## config.mk

```make
export PLATFORM = sky130hd
export DESIGN_NAME = uop_dispatch
export DESIGN_NICKNAME = d
export VERILOG_FILES = /design/src/rtl/uop_dispatch.sv
export SDC_FILE = /design/constraint.sdc
export NUM_CORES = 1
export LEC_CHECK = 0
export ABC_AREA = 0
export CAP_MARGIN = 20
export CORE_ASPECT_RATIO = 0.75
export CORE_UTILIZATION = 30
export CTS_CLUSTER_DIAMETER = 50
export DETAILED_ROUTE_END_ITERATION = 6
export GPL_ROUTABILITY_DRIVEN = 0
export GPL_TIMING_DRIVEN = 1
export PLACE_DENSITY = 0.66
export SYNTH_ARGS = -nofsm -noshare
export SYNTH_HDL_FRONTEND = slang
export SYNTH_SLANG_ARGS = --single-unit
```

## constraint.sdc

```tcl
create_clock -name clk -period 4.1 [get_ports clk]
set_clock_uncertainty 0.05 [all_clocks]
set_input_delay 0.82 -clock clk [delete_from_list [all_inputs] [get_ports clk]]
set_output_delay 0.82 -clock clk [all_outputs]
set_load 0.02 [all_outputs]
```

## src/rtl/uop_dispatch.sv

```systemverilog
// Decode-queue reader: in-order pop, scoreboard RAW/WAW hazard check, and issue into
// registered ALU/MUL slots. HALT drains then stops; excepting or illegal uops stop and report.
module uop_dispatch #(
  parameter int XLEN = 32
) (
  input  logic            clk,
  input  logic            rst,
  input  logic            q_empty,
  input  logic [6:0]      q_uop,
  input  logic            q_eoi,
  input  logic [XLEN-1:0] q_imm,
  input  logic            q_use_imm,
  input  logic [4:0]      q_src1,
  input  logic [4:0]      q_src2,
  input  logic [4:0]      q_dest,
  input  logic [XLEN-1:0] q_pc,
  input  logic            q_except,
  output logic            q_rd,
  output logic            alu_valid,
  input  logic            alu_ready,
  output logic [XLEN-1:0] alu_imm,
  output logic            alu_use_imm,
  output logic [4:0]      alu_src1,
  output logic [4:0]      alu_src2,
  output logic [4:0]      alu_dest,
  output logic [XLEN-1:0] alu_pc,
  output logic            alu_eoi,
  output logic            mul_valid,
  input  logic            mul_ready,
  output logic [XLEN-1:0] mul_imm,
  output logic            mul_use_imm,
  output logic [4:0]      mul_src1,
  output logic [4:0]      mul_src2,
  output logic [4:0]      mul_dest,
  output logic [XLEN-1:0] mul_pc,
  output logic            mul_eoi,
  input  logic            alu_wb_valid,
  input  logic [4:0]      alu_wb_rd,
  input  logic            mul_wb_valid,
  input  logic [4:0]      mul_wb_rd,
  input  logic            flush,
  output logic            exc_valid,
  output logic [XLEN-1:0] exc_pc,
  output logic            halted,
  output logic [31:0]     disp_count
);

  localparam logic [6:0] UOP_ALU  = 7'b010_0000;
  localparam logic [6:0] UOP_MUL  = 7'b100_0000;
  localparam logic [6:0] UOP_HALT = 7'b111_1111;

  typedef enum logic [1:0] {S_RUN, S_DRAIN, S_HALTED, S_EXC} state_t;

  typedef struct packed {
    logic [XLEN-1:0] imm;
    logic            use_imm;
    logic [4:0]      src1;
    logic [4:0]      src2;
    logic [4:0]      dest;
    logic [XLEN-1:0] pc;
    logic            eoi;
  } slot_t;

  state_t          r_state, w_state_next;
  logic [31:0]     r_sb, w_sb_next, w_sb_set, w_sb_clr, w_busy;
  logic            r_alu_valid, r_mul_valid, w_alu_valid_next, w_mul_valid_next;
  slot_t           r_alu, r_mul, w_head;
  logic [31:0]     r_count;
  logic [XLEN-1:0] r_exc_pc;

  logic w_is_alu, w_is_mul, w_is_halt, w_legal, w_head_live, w_hazard;
  logic w_go_exc, w_halt_pop, w_disp_alu, w_disp_mul, w_dispatch;

  assign w_head = '{imm: q_imm, use_imm: q_use_imm, src1: q_src1, src2: q_src2,
                    dest: q_dest, pc: q_pc, eoi: q_eoi};

  assign w_is_alu  = (q_uop == UOP_ALU);
  assign w_is_mul  = (q_uop == UOP_MUL);
  assign w_is_halt = (q_uop == UOP_HALT);
  assign w_legal   = w_is_alu | w_is_mul | w_is_halt;

  // x0 is never busy; hazards look only at the registered scoreboard.
  assign w_busy   = r_sb & ~32'h1;
  assign w_hazard = w_busy[q_src1] | (w_busy[q_src2] & ~q_use_imm) | w_busy[q_dest];

  assign w_head_live = rst && (r_state == S_RUN) && !q_empty;
  assign w_go_exc    = w_head_live && (q_except || !w_legal);
  assign w_halt_pop  = w_head_live && !q_except && w_is_halt;
  // Dispatch is held off during flush so a popped uop is never thrown away.
  assign w_disp_alu  = w_head_live && !q_except && !flush && w_is_alu && !w_hazard &&
                       (!r_alu_valid || alu_ready);
  assign w_disp_mul  = w_head_live && !q_except && !flush && w_is_mul && !w_hazard &&
                       (!r_mul_valid || mul_ready);
  assign w_dispatch  = w_disp_alu | w_disp_mul;

  assign q_rd = w_dispatch | w_halt_pop;

  always_comb begin
    w_sb_set = '0;
    w_sb_clr = '0;
    if (alu_wb_valid) w_sb_clr[alu_wb_rd] = 1'b1;
    if (mul_wb_valid) w_sb_clr[mul_wb_rd] = 1'b1;
    if (w_dispatch)   w_sb_set[q_dest]    = 1'b1;
    w_sb_next    = (r_sb & ~w_sb_clr) | w_sb_set;
    w_sb_next[0] = 1'b0;
  end

  always_comb begin
    w_alu_valid_next = r_alu_valid;
    w_mul_valid_next = r_mul_valid;
    if (w_disp_alu)              w_alu_valid_next = 1'b1;
    else if (flush || alu_ready) w_alu_valid_next = 1'b0;
    if (w_disp_mul)              w_mul_valid_next = 1'b1;
    else if (flush || mul_ready) w_mul_valid_next = 1'b0;
  end

  // DRAIN finishes on the edge that retires the last writeback and empties the slots.
  always_comb begin
    w_state_next = r_state;
    case (r_state)
      S_RUN: begin
        if (w_go_exc)        w_state_next = S_EXC;
        else if (w_halt_pop) w_state_next = S_DRAIN;
      end
      S_DRAIN: begin
        if ((w_sb_next == '0) && !w_alu_valid_next && !w_mul_valid_next)
          w_state_next = S_HALTED;
      end
      S_EXC: begin
        if (flush) w_state_next = S_RUN;
      end
      default: w_state_next = r_state;
    endcase
  end

  always_ff @(posedge clk) begin
    if (!rst) begin
      r_state     <= S_RUN;
      r_sb        <= '0;
      r_alu_valid <= 1'b0;
      r_mul_valid <= 1'b0;
      r_alu       <= '0;
      r_mul       <= '0;
      r_count     <= '0;
      r_exc_pc    <= '0;
    end else begin
      r_state     <= w_state_next;
      r_sb        <= w_sb_next;
      r_alu_valid <= w_alu_valid_next;
      r_mul_valid <= w_mul_valid_next;
      if (w_disp_alu) r_alu <= w_head;
      if (w_disp_mul) r_mul <= w_head;
      if (w_dispatch) r_count <= r_count + 32'd1;
      if (w_go_exc)   r_exc_pc <= q_pc;
    end
  end

  assign alu_valid   = r_alu_valid;
  assign alu_imm     = r_alu.imm;
  assign alu_use_imm = r_alu.use_imm;
  assign alu_src1    = r_alu.src1;
  assign alu_src2    = r_alu.src2;
  assign alu_dest    = r_alu.dest;
  assign alu_pc      = r_alu.pc;
  assign alu_eoi     = r_alu.eoi;
  assign mul_valid   = r_mul_valid;
  assign mul_imm     = r_mul.imm;
  assign mul_use_imm = r_mul.use_imm;
  assign mul_src1    = r_mul.src1;
  assign mul_src2    = r_mul.src2;
  assign mul_dest    = r_mul.dest;
  assign mul_pc      = r_mul.pc;
  assign mul_eoi     = r_mul.eoi;
  assign exc_valid   = (r_state == S_EXC);
  assign exc_pc      = r_exc_pc;
  assign halted      = (r_state == S_HALTED);
  assign disp_count  = r_count;

endmodule

```

# Yosys cells after proc, flatten, opt, wreduce, memory -nomap -nowiden

Index checks and enable logic that the tools add are counted.

Add/sub/neg operators: 1
Multiplexer cells: 24
Equality and inequality tests: 9
Bitwise gates (word level): 12
$lt $le $gt $ge: 8
Reduce and logical (&&, ||, !) cells: 35

Operators by type and width:

| kind                  | number |
|---|---|
| $mux 32               | 3 |
| $or 32x32->32         | 2 |
| $add 32x1->32 const B | 1 |
| $and 32x32->32        | 1 |
| $logic_not 32->1      | 1 |
| $not 32->32           | 1 |
| $lt 5x6->1 const B    | 5 |
| $logic_and 1x1->1     | 17 |
| $bmux 1 s5            | 3 |
| $demux 1 s5           | 3 |
| $ge 5x1->1 const B    | 3 |
| $eq 7x7->1 const B    | 2 |
| $mux 1                | 10 |
| $logic_not 1->1       | 9 |
| $mux 2                | 4 |
| $eq 7x6->1 const B    | 1 |
| $or 1x1->1            | 6 |
| $pmux 2 s3            | 1 |
| $logic_or 1x1->1      | 5 |
| $eq 2x2->1 const B    | 2 |
| $ne 2x2->1 const B    | 2 |
| $reduce_and 4->1      | 1 |
| $ne 3x3->1 const B    | 1 |
| $reduce_bool 3->1     | 1 |
| 4 further kinds       | 4 |

Flip-flop bits (word level): 262
Word-level logic and storage cells: 110

# Longest topological paths before layout

Gate-level depths: netlist of run 1.

Depth in word-level cells: 16
Gate-level depth with buffers: 11

# Least setup slack after synthesis of run 1

OpenSTA, ideal clock, no wires.

Kind: input-to-output
Start: input q_src1[0]
End: output q_rd
Setup slack: 0.155 ns
Path buffers: 3
Stages on the path: 8
Data required time: 3.230 ns
Arrival time: 3.075 ns
Path through: clkbuf_1 -> clkbuf_1 -> mux2_2 -> o211ai_1 -> nand4_1 -> or4_1 -> clkbuf_1 -> nand2_1

Cells in the longest elaborated chain, start to end: 9
Elaborated cells on any way between the ends: 11
Those cells by class: 2 x mux; 4 x bitwise; 5 x reduce/logical

Ends and longest elaborated chain:

| item                                              | RTL line | text |
|---|---|---|
| start, declared                                   | 13       | `input logic [4:0] q_src1,` |
| $bmux 1 s5 *                                      | 84       | `assign w_hazard = w_busy[q_src1] \| (w_busy[q_src2] & ~q_use_imm) \| w_busy[q_dest];` |
| $mux 1 (implied by the code) *                    | 84       |  |
| $or 1x1->1 * (2 in a row)                         | 84       |  |
| $logic_not 1->1 *                                 | 90, 92   |  |
| $logic_and 1x1->1 (on tied branches) (2 in a row) | 90, 92   |  |
| $or 1x1->1 *                                      | 94       | `assign w_dispatch = w_disp_alu \| w_disp_mul;` |
| $or 1x1->1 *                                      | 96       | `assign q_rd = w_dispatch \| w_halt_pop;` |
| end, declared                                     | 18       | `output logic q_rd,` |

Mark *: on every way between the ends. The rest lies on a longest branch, timed or not. The select of a mux whose other input is x is not followed.

# Worst setup path after layout of run 1

Start: input q_src2[1]
End: output q_rd

Cells in the longest elaborated chain, start to end: 10
Elaborated cells on any way between the ends: 12
Those cells by class: 2 x mux; 5 x bitwise; 5 x reduce/logical

Ends and longest elaborated chain:

| item                                              | RTL line | text |
|---|---|---|
| start, declared                                   | 14       | `input logic [4:0] q_src2,` |
| $bmux 1 s5 *                                      | 84       |  |
| $mux 1 (implied by the code) *                    | 84       |  |
| $and 1x1->1 *                                     | 84       |  |
| $or 1x1->1 * (2 in a row)                         | 84       |  |
| $logic_not 1->1 *                                 | 90, 92   |  |
| $logic_and 1x1->1 (on tied branches) (2 in a row) | 90, 92   |  |
| $or 1x1->1 *                                      | 94       |  |
| $or 1x1->1 *                                      | 96       |  |

Marks and branches as above.

==> flow_summary.ini, run 1 <==
[clock_tree]
clk_pin_slew_ns = 0.05
cts_buffer_depth = 3
clkSinkCount = 261
cts_tree = done
worstSkewPairLatency_ns = 0.56
cts_made_buffers = 30
cts_max_level = 1
root_buffer = clkbuf_16

[final_layout]
final_common_cell = clkdlybuf4s50_1
seq_area_mm2 = 0.00523
fillers = 3618
nets = 1733
final_cells = 2160
area_growth_pct = 48.2
final_layout_size_suffix_gt1_share_pct = 11.2
post-route-util_pct = 45.1
diodes = 0
multi_input_area_mm2 = 0.00610
final_cell_mix = 331 x clkdlybuf4s50_1, 291 x nand2_1, 261 x dfxtp_1, 222 x mux2i_1, 66 x buf_4

[sta]
timing.final.crit_share_pct = 98.8
fmax_mhz = 247
post-route-min-period_ns = 4.05
setup_violations = 0
drv_slew = 0
hold_viol = 0
worst_slew_margin_rel_pct = 34.1
worst-slew-pin-transition_ns = 0.989

[drt]
via_per_inst = 5.10
top_layer_used = met4
ant_nets = 0
routedLengthMet1_mm = 17.0
post_drt_wl_per_cell_um = 18.3
drt_iter0_markers = 817
wirelength_mm = 39.6
firstDrtPassIters = 5
drc = 0
route.met2.wl_mm = 17.3
vias = 11000
wl_met3_mm = 3.90

[power_and_ir_drop]
p_leak_nw = 6.19
power_density_mw_per_mm2 = 336
vdd_drop_max_mv = 0.277

[grt]
first_global_vias = 10600
grt_pass1_wl_mm = 60.9
antenna_found_initial = 0
grt_start_max_net_pins = 177
grt.overflow.total = 0
grt.total_usage_pct = 19.1

[die]
die_h_um = 173
chipWidth_um = 229
design.core.area_mm2 = 0.0382
initial_core_util_pct = 30.4
dieArea_mm2 = 0.0396
rows = 62
ios = 338

[yosys]
synthFlopType = dfxtp_1
yosysWarnings = 0
yosysTopAreaCellShare_pct = 44.9
synth.avg_cell_area_um2 = 9.23
yosys-top-cells-area = dfxtp_1 45%, mux2i_1 19%, nand2_1 9.4%
syn_area_mm2 = 0.0116
yosysSeqAreaShare_pct = 44.9
synth_cell_types = 61
synth-edff-count = 0
synth_seq_cells = 261
syn_inst = 1261
yosysTopAreaCell = dfxtp_1
async_reset_ff_share_pct = 0
syn_nets = 1369

[min_path]
hold_class = reg2reg

[place]
numPlacedInstances = 2099
dp_hpwl_mm = 28.8
port_buffers = 337

[critical_path]
crit_type = in2out
worstPathArrival_ns = 3.18
cp.required_ns = 3.23
worst-path-max-fanout = 11
end_kind = output port
start_kind = input pin

[run_status]
outcome = complete, no violations

[run]
drv_cap = 0
-- cells in the mapped netlist, drive strengths merged (2+ instances only) --
cell type	number
o31ai	13
nor3	7
dfxtp	261
o211ai	3
and2	4
nor2	49
nand3b	13
nand3	55
and3b	3
mux4	11
clkbuf	62
a2bb2oi	3
or3b	9
nor2b	9
inv	8
a2111oi	2
a22oi	2
o21ai	6
or3	7
nand2b	18
o21a	3
and4	2
nor3b	5
o22ai	2
a22o	2
and3	4
buf	25
nand4	20
xnor2	3
o221ai	31
nor4	11
mux2	13
mux2i	223
or4	15
nand2	292
a21oi	50
nand4b	2
-- report_power, final --
part / internal, mW / switching, mW / leakage [nW]
Clock: 1.67 / 1.10 / 0.499
Sequential: 2.55 / 0.00995 / 2.10
Combinational: 0.216 / 0.250 / 3.59
-- registers in the layout, summed over array words and instances (netlist names), 31 cells and up --
name / count
alu_imm: 32
alu_pc: 32
r_sb: 31
mul_imm: 32
disp_count: 32
mul_pc: 32
exc_pc: 32
-- logic make-up (layout without fill, tap and decap cells) --
kind of cell             after synthesis  count (layout)  share of synthesized area (%)
multiplexers                         247             247                           22.7
buffers and inverters                 95             482                           3.39
AND/OR/NAND/NOR                      527             527                           21.2
XOR/XNOR                               3               3                          0.226
AO/OA/AOI/OAI                        127             127                           7.51
flip-flops                           261             261                           44.9
adder cells (fa/ha/maj)                1               1                          0.108
-- worst paths after layout --
kind | startpoint | endpoint | slack [ns] | depth (start not counted)
worst min register to register | alu_dest[4] | alu_dest[4] | 0.40 | 2
worst min-delay path | alu_dest[4] | alu_dest[4] | 0.40 | 2
worst max-delay path | q_src2[1] | q_rd | 0.05 | 9
worst max register to register | r_state[1] | mul_imm[0] | 0.81 | 10
-- timing repair --
action,4_1_cts,5_1_grt
resized for setup,11,12
hold buffers,0,0
buffers inserted,0,6
pin swaps,1,8
endpoints found under the setup margin,1,1
-- critical path, cell delays in order --
cell	delay (ns)
clkdlybuf4s50_1	0.51
buf_12	0.15
mux4_2	0.17
nor2_1	0.04
o31a_1	0.29
a2111oi_2	0.72
or4_4	0.27
nand2_1	0.06
buf_6	0.14
-- per-stage QoR --
stage / power [mW] / TNS, ns / setup WS [ns] / hold slack (ns) / cell area [um2]
floorplan: 2.83 / 0 / 0.155 / 0.431 / 11600
global placement: 3.07 / -37.14 / -0.337 / 0.391 / 16100
detailed placement: 3.08 / -51.32 / -0.381 / 0.397 / 16100
CTS: 5.87 / 0 / 0.0105 / 0.406 / 17200
global route: 6.01 / -0.00210 / -0.00210 / 0.421 / 17200
finish: 5.80 / 0 / 0.0500 / 0.405 / 17200
-- per-layer routing --
metal / up-vias / track usage (%)
li1: 5205 / -
met1: 5236 / 24.6
met2: 492 / 30.2
met3: 83 / 6.28
met4: 0 / 5.89
met5: - / 0
-- layout make-up --
type | count | share of cell area [%]
Clock inverter | 15 | 1.07
Sequential cell | 261 | 30.3
Timing Repair Buffer | 419 | 24.3
Tap cell | 512 | 3.72
Clock buffer | 40 | 4.99
Multi-Input combinational cell | 905 | 35.4
Inverter | 8 | 0.174
Power figures use the tool's default switching activity.
==> inputs of run 2 (changes only) <==
Settings changed: PLACE_DENSITY 0.66 to 0.68.
Clock period 4.1 ns to 3.5 ns, I/O delays scaled along.
==> flow_summary.ini, run 2 (synthesized netlist as in run 1, its figures left out) <==
[critical_path]
worstPathArrival_ns = 2.75
rrSetupSlack_ns = 0.31
timing.rr.start = r_sb[25]
end_kind = output port
crit_type = in2out
start_kind = input pin
crit_start = q_src2[4]
worst-path-max-fanout = 5
cp.required_ns = 2.75
rr_worst_depth = 11

[sta]
worst_slew_margin_rel_pct = 32.8
fin_ws_ns = -0.00468
timing.final.crit_share_pct = 100
drv_slew = 0
post-route-min-period_ns = 3.50
grt_setup_unrepaired = true
worst-slew-pin-transition_ns = 1.01
holdWs_ns = 0.405
setup_violations = 1
hold_viol = 0
fmax_mhz = 285

[drt]
firstDrtPassIters = 7
wirelength_mm = 41.0
post_drt_wl_per_cell_um = 18.5
ant_nets = 0
wl_met3_mm = 4.36
via_per_inst = 5.08
route.met2.wl_mm = 18.1
drt_iter0_markers = 904
vias = 11300
top_layer_used = met5
routedLengthMet1_mm = 17.4
drc = 0

[clock_tree]
clk_pin_slew_ns = 0.06
root_buffer = clkbuf_16
worstSkewPairLatency_ns = 0.56
clkSinkCount = 261
cts_made_buffers = 30
cts_buffer_depth = 3
cts_max_level = 1
cts_tree = done
ctsHoldBuffers = 0

[final_layout]
nets = 1784
final_layout_size_suffix_gt1_share_pct = 15.3
fillers = 3536
post-route-util_pct = 46.5
final_common_cell = clkdlybuf4s50_1
area_growth_pct = 52.7
final_cell_mix = 325 x clkdlybuf4s50_1, 288 x nand2_1, 257 x dfxtp_1, 222 x mux2i_1, 113 x buf_4

[grt]
first_global_vias = 11000
grt_pass1_wl_mm = 63.4
grt.overflow.total = 0
grt_start_max_net_pins = 104
antenna_found_initial = 4
grt.total_usage_pct = 20.1

[run]
drv_cap = 0

[power_and_ir_drop]
p_leak_nw = 6.49
vdd_drop_max_mv = 0.323
power_density_mw_per_mm2 = 395
p_total_mw = 7.02

[run_status]
outcome = finished with violations
violations = negative setup slack

[die]
rows = 62
ios = 338
design.core.area_mm2 = 0.0382
dieArea_mm2 = 0.0396
die_h_um = 173
initial_core_util_pct = 30.4
chipWidth_um = 229

[place]
port_buffers = 337
dp_hpwl_mm = 29.8

[min_path]
min_from = mul_dest[3]
min_delay_path_depth = 2
hold_class = reg2reg
==> run 2: changes by cell type in the layout (fill, tap and decap cells not counted), sizes merged <==
| cell | change |
|---|---|
| buf | +53 |
| dlymetal6s2s | -2 |
| clkinv | +2 |
| clkdlybuf4s50 | -6 |
| inv | +1 |
| clkbuf | +1 |
| clkinvlp | -3 |
| dlygate4sd2 | +4 |
| bufinv | +2 |
| diode | +3 |
==> run 2: through the flow <==
stage	std cells	worst slack (ns)	setup TNS (ns)	cell area [um2]
after floorplan	1261	0.00143	0	11600
after CTS	2207	-0.00871	-0.00871	17600
final	2215	-0.00468	-0.00468	17800
after global placement	2145	-1.01	-117.57	16400
after detailed placement	2145	-1.08	-131.34	16400
after global routing	2214	-0.0398	-0.0398	17800
==> run 2: worst paths after layout <==
check	end
setup reg to reg	alu_imm[23]
setup / recovery	q_rd
hold / removal	mul_dest[3]
hold reg to reg	mul_dest[3]
==> run 2: where the power goes <==
part           leakage (nW)  switching (mW)  internal, mW
Clock                 0.541            1.33          2.11
Combinational          3.84           0.304         0.275
Sequential             2.11          0.0109          2.99
==> run 2: what timing repair did <==
action,4_1_cts,5_1_grt
buffers inserted,5,4
setup endpoints to repair,105,74
endpoints found under the hold margin,0,0
pin swaps,12,13
gates cloned,1,1
gates resized for setup,50,24
==> run 2: cell type report <==
| type | instances | area, um2 | area share (%) |
|---|---|---|---|
| Sequential cell | 261 | 5230 | 29.4 |
| Antenna cell | 3 | 7.51 | 0.0423 |
| Timing Repair Buffer | 470 | 4550 | 25.6 |
| Inverter | 8 | 30.0 | 0.169 |
| Multi-Input combinational cell | 905 | 6200 | 34.9 |
| Clock buffer | 39 | 856 | 4.82 |
| Clock inverter | 17 | 251 | 1.42 |
| Tap cell | 512 | 641 | 3.61 |
==> run 2: critical path, cell delays in order <==
cell	delay, ns
clkdlybuf4s50_1	0.54
buf_4	0.22
a2111oi_4	0.40
a2111oi_4	0.13
or4_4	0.54
nand2_4	0.11
buf_6	0.12
==> run 2: per-layer routing <==
metal	GRT usage [%]	vias up
met2	31.2	529
met1	25.9	5301
met5	0	-
li1	-	5311
met3	7.47	111
met4	5.67	2
